--- src/rtl/mem_arbiter_if.sv ---
// Bundles the icache, dcache and line-RAM signals seen by the memory arbiter.
// The arbiter takes the slave view; the cache/RAM environment takes the master view.
interface mem_arbiter_if #(
   parameter int ADDR_W = 26,
   parameter int LINE_W = 128
);
   logic              ic_req;
   logic [ADDR_W-1:0] ic_addr;
   logic              ic_ready;
   logic [LINE_W-1:0] ic_rdata;
   logic              dc_req;
   logic              dc_we;
   logic [ADDR_W-1:0] dc_addr;
   logic [LINE_W-1:0] dc_wdata;
   logic              dc_ready;
   logic [LINE_W-1:0] dc_rdata;
   logic [ADDR_W-1:0] mem_rd_addr;
   logic [LINE_W-1:0] mem_rdata;
   logic [ADDR_W-1:0] mem_wr_addr;
   logic [LINE_W-1:0] mem_wdata;
   logic              mem_we;

   modport slave (
      input  ic_req, ic_addr, dc_req, dc_we, dc_addr, dc_wdata, mem_rdata,
      output ic_ready, ic_rdata, dc_ready, dc_rdata,
             mem_rd_addr, mem_wr_addr, mem_wdata, mem_we
   );

   modport master (
      output ic_req, ic_addr, dc_req, dc_we, dc_addr, dc_wdata, mem_rdata,
      input  ic_ready, ic_rdata, dc_ready, dc_rdata,
             mem_rd_addr, mem_wr_addr, mem_wdata, mem_we
   );
endinterface

--- src/rtl/mem_arbiter.sv ---
// Arbitrates icache refills and dcache refills/writebacks onto a single-port line RAM,
// modelling a fixed access latency and answering the winner with a one-cycle ready pulse.
module mem_arbiter #(
   parameter int ADDR_W  = 26,
   parameter int LINE_W  = 128,
   parameter int LATENCY = 5
) (
   input  logic         clk,
   input  logic         reset,
   mem_arbiter_if.slave bus
);
   typedef enum logic [1:0] {IDLE, BUSY, RESP} state_t;
   typedef enum logic {GRANT_IC = 1'b0, GRANT_DC = 1'b1} grant_t;

   localparam logic [3:0] CNT_INIT = 4'(LATENCY - 1);

   state_t            state;
   grant_t            last_grant;
   grant_t            winner;
   grant_t            grant_sel;
   logic [3:0]        cnt;
   logic              lat_we;
   logic [ADDR_W-1:0] lat_addr;
   logic [LINE_W-1:0] lat_wdata;
   logic              grant_we;
   logic [ADDR_W-1:0] grant_addr;
   logic              ic_ready_q;
   logic              dc_ready_q;
   logic              mem_we_q;
   logic [LINE_W-1:0] ic_rdata_q;
   logic [LINE_W-1:0] dc_rdata_q;

   // On a tie the requester that did not win last time gets the port.
   always_comb begin
      grant_sel = GRANT_IC;
      if (bus.ic_req && bus.dc_req)
         grant_sel = (last_grant == GRANT_IC) ? GRANT_DC : GRANT_IC;
      else if (bus.dc_req)
         grant_sel = GRANT_DC;
   end

   assign grant_we   = (grant_sel == GRANT_DC) && bus.dc_we;
   assign grant_addr = (grant_sel == GRANT_DC) ? bus.dc_addr : bus.ic_addr;

   always_ff @(posedge clk) begin
      if (reset) begin
         state      <= IDLE;
         cnt        <= 4'd0;
         last_grant <= GRANT_IC;
         winner     <= GRANT_IC;
         lat_we     <= 1'b0;
         lat_addr   <= '0;
         lat_wdata  <= '0;
         mem_we_q   <= 1'b0;
         ic_ready_q <= 1'b0;
         dc_ready_q <= 1'b0;
         ic_rdata_q <= '0;
         dc_rdata_q <= '0;
      end else begin
         ic_ready_q <= 1'b0;
         dc_ready_q <= 1'b0;
         mem_we_q   <= 1'b0;
         case (state)
            IDLE: begin
               if (bus.ic_req || bus.dc_req) begin
                  winner     <= grant_sel;
                  last_grant <= grant_sel;
                  lat_we     <= grant_we;
                  lat_addr   <= grant_addr;
                  lat_wdata  <= (grant_sel == GRANT_DC) ? bus.dc_wdata : '0;
                  cnt        <= CNT_INIT;
                  // A single-cycle access writes in the very first BUSY cycle.
                  mem_we_q   <= (LATENCY == 1) && grant_we;
                  state      <= BUSY;
               end
            end
            BUSY: begin
               if (cnt == 4'd0) begin
                  if (!lat_we) begin
                     if (winner == GRANT_IC)
                        ic_rdata_q <= bus.mem_rdata;
                     else
                        dc_rdata_q <= bus.mem_rdata;
                  end
                  ic_ready_q <= (winner == GRANT_IC);
                  dc_ready_q <= (winner == GRANT_DC);
                  state      <= RESP;
               end else begin
                  cnt      <= cnt - 4'd1;
                  // mem_we is registered, so it is raised one cycle ahead of cnt reaching zero.
                  mem_we_q <= lat_we && (cnt == 4'd1);
               end
            end
            RESP:    state <= IDLE;
            default: state <= IDLE;
         endcase
      end
   end

   assign bus.ic_ready    = ic_ready_q;
   assign bus.dc_ready    = dc_ready_q;
   assign bus.ic_rdata    = ic_rdata_q;
   assign bus.dc_rdata    = dc_rdata_q;
   assign bus.mem_rd_addr = lat_addr;
   assign bus.mem_wr_addr = lat_addr;
   assign bus.mem_wdata   = lat_wdata;
   assign bus.mem_we      = mem_we_q;
endmodule

--- src/flat_wrapper.sv ---
// flat-port wrapper written by rule: the top's interface ports become plain ports
module mem_arbiter_flat 
#(
   parameter int ADDR_W  = 26,
   parameter int LINE_W  = 128,
   parameter int LATENCY = 5
)
  (clk, reset, bus_ic_req, bus_ic_addr, bus_dc_req, bus_dc_we, bus_dc_addr, bus_dc_wdata, bus_mem_rdata, bus_ic_ready, bus_ic_rdata, bus_dc_ready, bus_dc_rdata, bus_mem_rd_addr, bus_mem_wr_addr, bus_mem_wdata, bus_mem_we);
  mem_arbiter_if #(.ADDR_W(ADDR_W), .LINE_W(LINE_W)) bus_i ();
  input  logic clk;
  input  logic reset;
  input wire logic [$bits(bus_i.ic_req)-1:0] bus_ic_req;
  input wire logic [$bits(bus_i.ic_addr)-1:0] bus_ic_addr;
  input wire logic [$bits(bus_i.dc_req)-1:0] bus_dc_req;
  input wire logic [$bits(bus_i.dc_we)-1:0] bus_dc_we;
  input wire logic [$bits(bus_i.dc_addr)-1:0] bus_dc_addr;
  input wire logic [$bits(bus_i.dc_wdata)-1:0] bus_dc_wdata;
  input wire logic [$bits(bus_i.mem_rdata)-1:0] bus_mem_rdata;
  output wire logic [$bits(bus_i.ic_ready)-1:0] bus_ic_ready;
  output wire logic [$bits(bus_i.ic_rdata)-1:0] bus_ic_rdata;
  output wire logic [$bits(bus_i.dc_ready)-1:0] bus_dc_ready;
  output wire logic [$bits(bus_i.dc_rdata)-1:0] bus_dc_rdata;
  output wire logic [$bits(bus_i.mem_rd_addr)-1:0] bus_mem_rd_addr;
  output wire logic [$bits(bus_i.mem_wr_addr)-1:0] bus_mem_wr_addr;
  output wire logic [$bits(bus_i.mem_wdata)-1:0] bus_mem_wdata;
  output wire logic [$bits(bus_i.mem_we)-1:0] bus_mem_we;
  assign bus_i.ic_req = bus_ic_req;
  assign bus_i.ic_addr = bus_ic_addr;
  assign bus_i.dc_req = bus_dc_req;
  assign bus_i.dc_we = bus_dc_we;
  assign bus_i.dc_addr = bus_dc_addr;
  assign bus_i.dc_wdata = bus_dc_wdata;
  assign bus_i.mem_rdata = bus_mem_rdata;
  assign bus_ic_ready = bus_i.ic_ready;
  assign bus_ic_rdata = bus_i.ic_rdata;
  assign bus_dc_ready = bus_i.dc_ready;
  assign bus_dc_rdata = bus_i.dc_rdata;
  assign bus_mem_rd_addr = bus_i.mem_rd_addr;
  assign bus_mem_wr_addr = bus_i.mem_wr_addr;
  assign bus_mem_wdata = bus_i.mem_wdata;
  assign bus_mem_we = bus_i.mem_we;
  mem_arbiter #(.ADDR_W(ADDR_W), .LINE_W(LINE_W), .LATENCY(LATENCY)) u_core (.clk(clk), .reset(reset), .bus(bus_i));
endmodule
--- config.mk ---
export PLATFORM = sky130hd
export DESIGN_NAME = mem_arbiter_flat
export DESIGN_NICKNAME = d
export VERILOG_FILES = /design/src/rtl/mem_arbiter_if.sv /design/src/rtl/mem_arbiter.sv /design/src/flat_wrapper.sv
export SDC_FILE = /design/constraint.sdc
export NUM_CORES = 1
export LEC_CHECK = 0
export ABC_CLOCK_PERIOD_IN_PS = 1800
export BUFFER_PORTS_ARGS = -buffer_cell sky130_fd_sc_hd__buf_2
export CAP_MARGIN = 20
export CORE_AREA = 4 4 288 290
export DETAILED_ROUTE_END_ITERATION = 6
export DIE_AREA = 0 0 292 294
export SYNTH_ARGS = -nofsm -noshare
export SYNTH_HDL_FRONTEND = slang
export SYNTH_SLANG_ARGS = --single-unit
--- constraint.sdc ---
create_clock -name clk -period 1.8 [get_ports clk]
set_input_delay 0.18 -clock clk [delete_from_list [all_inputs] [get_ports clk]]
set_output_delay 0.18 -clock clk [all_outputs]
set_load 0.02 [all_outputs]
## After elaboration in Yosys (flattened, before gate mapping)

Index checks and enable logic that the tools add are counted.

- Muxes and demuxes: 11
- Equal/unequal tests: 5
- Bitwise operators: 4
- Add/subtract/negate cells: 1
- Reductions and logical operators: 14

Operators by type and width:

| cell | count |
|---|---|
| $mux 128 | 1 |
| $mux 26 | 1 |
| $mux 4 | 2 |
| $pmux 4 s2 | 1 |
| $reduce_and 4->1 | 2 |
| $reduce_or 3->1 | 2 |
| $eq 4x1->1 const B | 1 |
| $logic_not 4->1 | 1 |
| $mux 2 | 2 |
| $ne 2x1->1 const B | 2 |
| $not 1->1 | 4 |
| $pmux 2 s2 | 1 |
| $reduce_and 2->1 | 2 |
| $sub 4x1->4 const B | 1 |
| $logic_and 1x1->1 | 3 |
| $mux 1 | 3 |
| $reduce_and 3->1 | 1 |
| $eq 2x1->1 const B | 1 |
| $logic_not 2->1 | 1 |
| $ne 2x2->1 const B | 1 |
| $reduce_bool 2->1 | 1 |
| $logic_or 1x1->1 | 1 |

- Register bits: 421
- Output and inout bits: 439
- Word-level logic and storage cells: 46
- Input port bits: 313

## Logic depth before layout (Yosys ltp)

- Word-level depth: 3
- Mapped depth: 8
- Depth with buffers taken out: 5

## Least setup slack after synthesis

OpenSTA, ideal clock, no wires.

- Path type: register to register
- Start point: register u_core.cnt[0]
- End point: register u_core.cnt[3]
- Stages on the path, launching flop included: 8
- Clock period less this slack: 1817 ps
- Data required time: 1679 ps
- Buffers on the path: 2
- Library setup time: 121 ps
- Path slack: -17 ps
- Arrival time: 1696 ps
- Cells stage by stage: dfxtp_1 inv_1 ha_1 or3b_1 clkbuf_1 buf_2 o211ai_1 mux2_2

- Word-level cells in the longest chain between the ends: 3
- Elaborated cells on any way between the ends: 6
- Those cells by class: add/sub: 1; eq/ne: 1; mux: 2; reduce/logical: 2

Ends and longest elaborated chain:

| element | RTL line | RTL |
|---|---|---|
| start: declaration | mem_arbiter.sv:21 | `logic [3:0] cnt;` |
| start signal: assignment | mem_arbiter.sv:89 | `cnt <= cnt - 4'd1;` |
| $sub 4x1->4 / $logic_not 4->1 (equally long branches) | mem_arbiter.sv:89, mem_arbiter.sv:78 |  |
| $mux 4 / $ne 2x2->1 (equally long branches) | -- |  |
| $pmux 4 s2 / $reduce_and 3->1 (equally long branches) | -- |  |

Several ways; a longest one is shown, not always the timed one. The select of a mux whose other input is x is not followed.
A chain may end at the register's enable or synchronous reset.

## Worst setup path in the final report

- Start point: register u_core.cnt[1]
- End point: register u_core.ic_rdata_q[28] (netlist: u_core.bus.ic_rdata[28])

- Word-level cells in the longest chain between the ends: 2

Ends and longest elaborated chain:

| element | RTL line | RTL |
|---|---|---|
| $logic_not 4->1 | mem_arbiter.sv:78 | `if (cnt == 4'd0) begin` |
| $reduce_and 4->1 (no source line) | -- |  |
| end signal: assignment | mem_arbiter.sv:81 | `ic_rdata_q <= bus.mem_rdata;` |
| end: declaration | mem_arbiter.sv:30 | `logic [LINE_W-1:0] ic_rdata_q;` |

No other way between the ends.

==> summary.txt <==
Status -> finished, final reports clean
Area contributors post-synth -> dfxtp_1, a21oi_1, nand3_1
Total CTS buffers -> 49
TritonCTS clock tree -> built
Final Hold Fails -> 0
Clock sink count -> 421
I/O Pins -> 752
DRT antenna net count -> 0
PD cells -> 1350 mW/mm2
Async SR Flop Fraction -> 0%
First-pass GRT wire length -> 110,000 um
CP Max Fanout -> 40
R2R depth -> 7
HP Class -> input port to flop
Final wirelength -> 76,600 um
Pre-CTS setup slack -> -23.2 ps
Synth top cells by count -> dfxtp_1, a21oi_1, nand3_1, o21ai_0, a22o_1
Largest family of logic cells by synthesized area -> compound AO/OA/AOI/OAI gates
Post-synth cell types -> 40
Initial Util -> 18.9%
Largest net degree at the start of global routing -> 81
Die ar. -> 0.0858 mm2
Synth Area in Compound Gates -> 26.4%
Cells after synthesis -> 1,619
Multiplexer share of the synthesized area -> 1.86%
Layout Utilization -> 31.5%
WHS Path Cells -> 3
Grt total ovfl -> 0
FF+latch count, synth -> 421
Met1 Use GR -> 19.0%
Clk buf depth -> 3
Latest clock arrival within the worst-skew pair -> 580 ps
Die width -> 292 um
Via density -> 4.52
Synthesized-area fraction occupied by adder cells -> 0.165%
Post-route cell area -> 0.0253 mm2
Worst setup SP type -> flop
Post-synthesis sequential area ratio -> 55.7%
H-tree Lvls -> 2
First drt pass iteration count -> 5
Die height -> 294 um
Kind of critical path -> flop to flop
Avg Inst Size Synth -> 9.35 um2
Num rows -> 104
Reg clk slew, reported paths -> 60 ps
Post-route clock period utilization -> 98.2%
Min setup slack post-route -> 31.7 ps
Sw power -> 13,300 uW
Max-slew violations -> 0
Vias post-DR -> 16,800
Placed inst area -> 0.0203 mm2
Main synth FF type -> dfxtp_1
Met3 usage -> 4.35%
FMAX -> 0.566 GHz
Mapped Nets -> 1,934
Met2 Usage GRT -> 28.9%
Initial DRC count -> 1,023
Wire length per cell -> 20.6 um
Sw Share -> 39.2%
Clock share of power -> 29.0%
Crit path time final -> 1770 ps
Busiest grt layer -> met2
Vias in the first global route -> 16,700
Maxcap violations -> 0
CP Capture Type -> flop
Area delta synth->final -> 66.7%
Top-area cell type share of the netlist area -> 55.7%
Yosys top cell by area -> dfxtp_1
Peak VDD IR -> 0.868 mV
NumNets Final -> 2,922
Share of layout cells above drive strength 1 -> 35.8%
Least-Margin Pin Slew -> 554 ps
Leak -> 0.0110 uW
Sequential power share -> 33.0%
GPL Wtd Cong -> 0.912
Final HPWL DP -> 54,500 um
Final setup violation count -> 0
I/O Buffers -> 751
Synth Warn # -> 0
Critical path arrival -> 2210 ps
Sum Neg Setup Slack -> 0 ps
Part of the power in combinational logic -> 37.9%
Worst clock skew -> 21.0 ps
Pint -> 20,700 uW
Total Routing Usage GR -> 16.5%
Antenna violations before repair -> 6
Overall Power -> 34,000 uW
# DRC -> 0
Cell with the most instances after synthesis -> dfxtp_1
Core area -> 0.0803 mm2
Xor/xnor share of the synthesized area -> 0%
EDFF count, synth -> 0
Slew Limit Headroom -> 63.1%
Post-Synth Simple-Gate Area -> 9.63%
Root buffer cell -> clkbuf_16
Mapped cell area -> 0.0151 mm2
Worst EP required -> 2240 ps
RSZ-0062 raised after global routing -> true
[metal layers]
metal	share of wire, %	wire length [um]
met1	38	29000
met4	4.3	3260
met3	7.8	6000
met5	0.016	12
met2	50	38300
[power groups by stage]
stage | clock network (uW) | registers, uW | logic, uW
5_1_grt | 10500 | 11400 | 13800
3_3_place_gp | 0 | 11400 | 11400
3_5_place_dp | 0 | 11400 | 11400
2_1_floorplan | 0 | 12600 | 5000
4_1_cts | 10100 | 11200 | 12000
6_report | 9860 | 11200 | 12900
[path summary, 6_finish.rpt]
| path | from | end | slack (ps) |
|---|---|---|---|
| hold / removal | bus_ic_req | u_core.state[0] | 70 |
| setup / recovery | u_core.cnt[1] | u_core.bus.ic_rdata[28] | 30 |
| hold reg to reg | u_core.bus.dc_rdata[21] | u_core.bus.dc_rdata[21] | 470 |
| setup reg to reg | u_core.cnt[1] | u_core.bus.ic_rdata[28] | 30 |
[through the flow]
step,cells,hold slack (ps)
floorplan,1619,313
global placement,3299,397
detailed placement,3299,399
CTS,3699,24.4
global route,3710,77.1
finish,3710,66.5
[flip-flops by register name, summed over array words and instances, names as in the netlist]
signal / flops
u_core.bus.dc_rdata: 128
u_core.bus.ic_rdata: 128
u_core.bus.mem_wdata: 128
u_core.bus.mem_rd_addr: 26
u_core.cnt: 4
u_core.state: 2
u_core.bus.dc_ready: 1
u_core.bus.ic_ready: 1
u_core.bus.mem_we: 1
u_core.last_grant: 1
u_core.lat_we: 1
[worst max-delay path, stage by stage (launching register included)]
cell     delay [ps]
dfxtp_2         320
inv_2            80
ha_4            140
or3b_4          400
buf_12          170
buf_16          160
o21ai_0         200
a21oi_1          90
[layout make-up]
class,count,area (um2)
fillers,8191,55000
clock buffers,66,1400
flip-flops and latches,421,8430
inverters,3,11.3
clock inverters,24,181
well taps,1060,1330
repair buffers,1145,7990
diodes,4,10.0
multi-input cells,987,5900
[kinds of logic after synthesis]
| group | count (synthesis) |
|---|---|
| multiplexers | 28 |
| flip-flops | 421 |
| AO/OA/AOI/OAI | 678 |
| adder cells (fa/ha/maj) | 2 |
| AND/OR/NAND/NOR | 279 |
| buffers and inverters | 211 |
[cell usage in the layout (no fill, tap or decap), types with 2 or more instances in the layout]
cell and count:
dfxtp_1 418, buf_6 3, o2bb2ai_1 26, clkbuf_8 11
buf_4 45, clkinv_2 13, a21oi_1 256, o31ai_1 2
buf_8 2, diode_2 4, o21ai_2 9, nand3_1 256
buf_12 30, a22o_1 129, mux2i_1 27, or4_1 2
o21ai_1 162, buf_2 750, dlygate4sd3_1 310, dfxtp_2 2
clkinv_4 4, nor4_1 2, o21ai_0 86, clkbuf_1 6
buf_16 2, inv_2 2, nand3b_1 2, clkbuf_16 52
clkinvlp_4 3, a211oi_1 3, inv_6 2
[timing repair]
action | 4_1_cts | 5_1_grt
endpoints found under the hold margin | 412 | 0
pin swaps | 0 | 2
resized for setup | 4 | 179
buffers inserted | 0 | 4
hold buffers | 310 | 0
endpoints found under the setup margin | 55 | 266
gates cloned | 0 | 3
No activity file was read; power rests on OpenSTA's default activity.
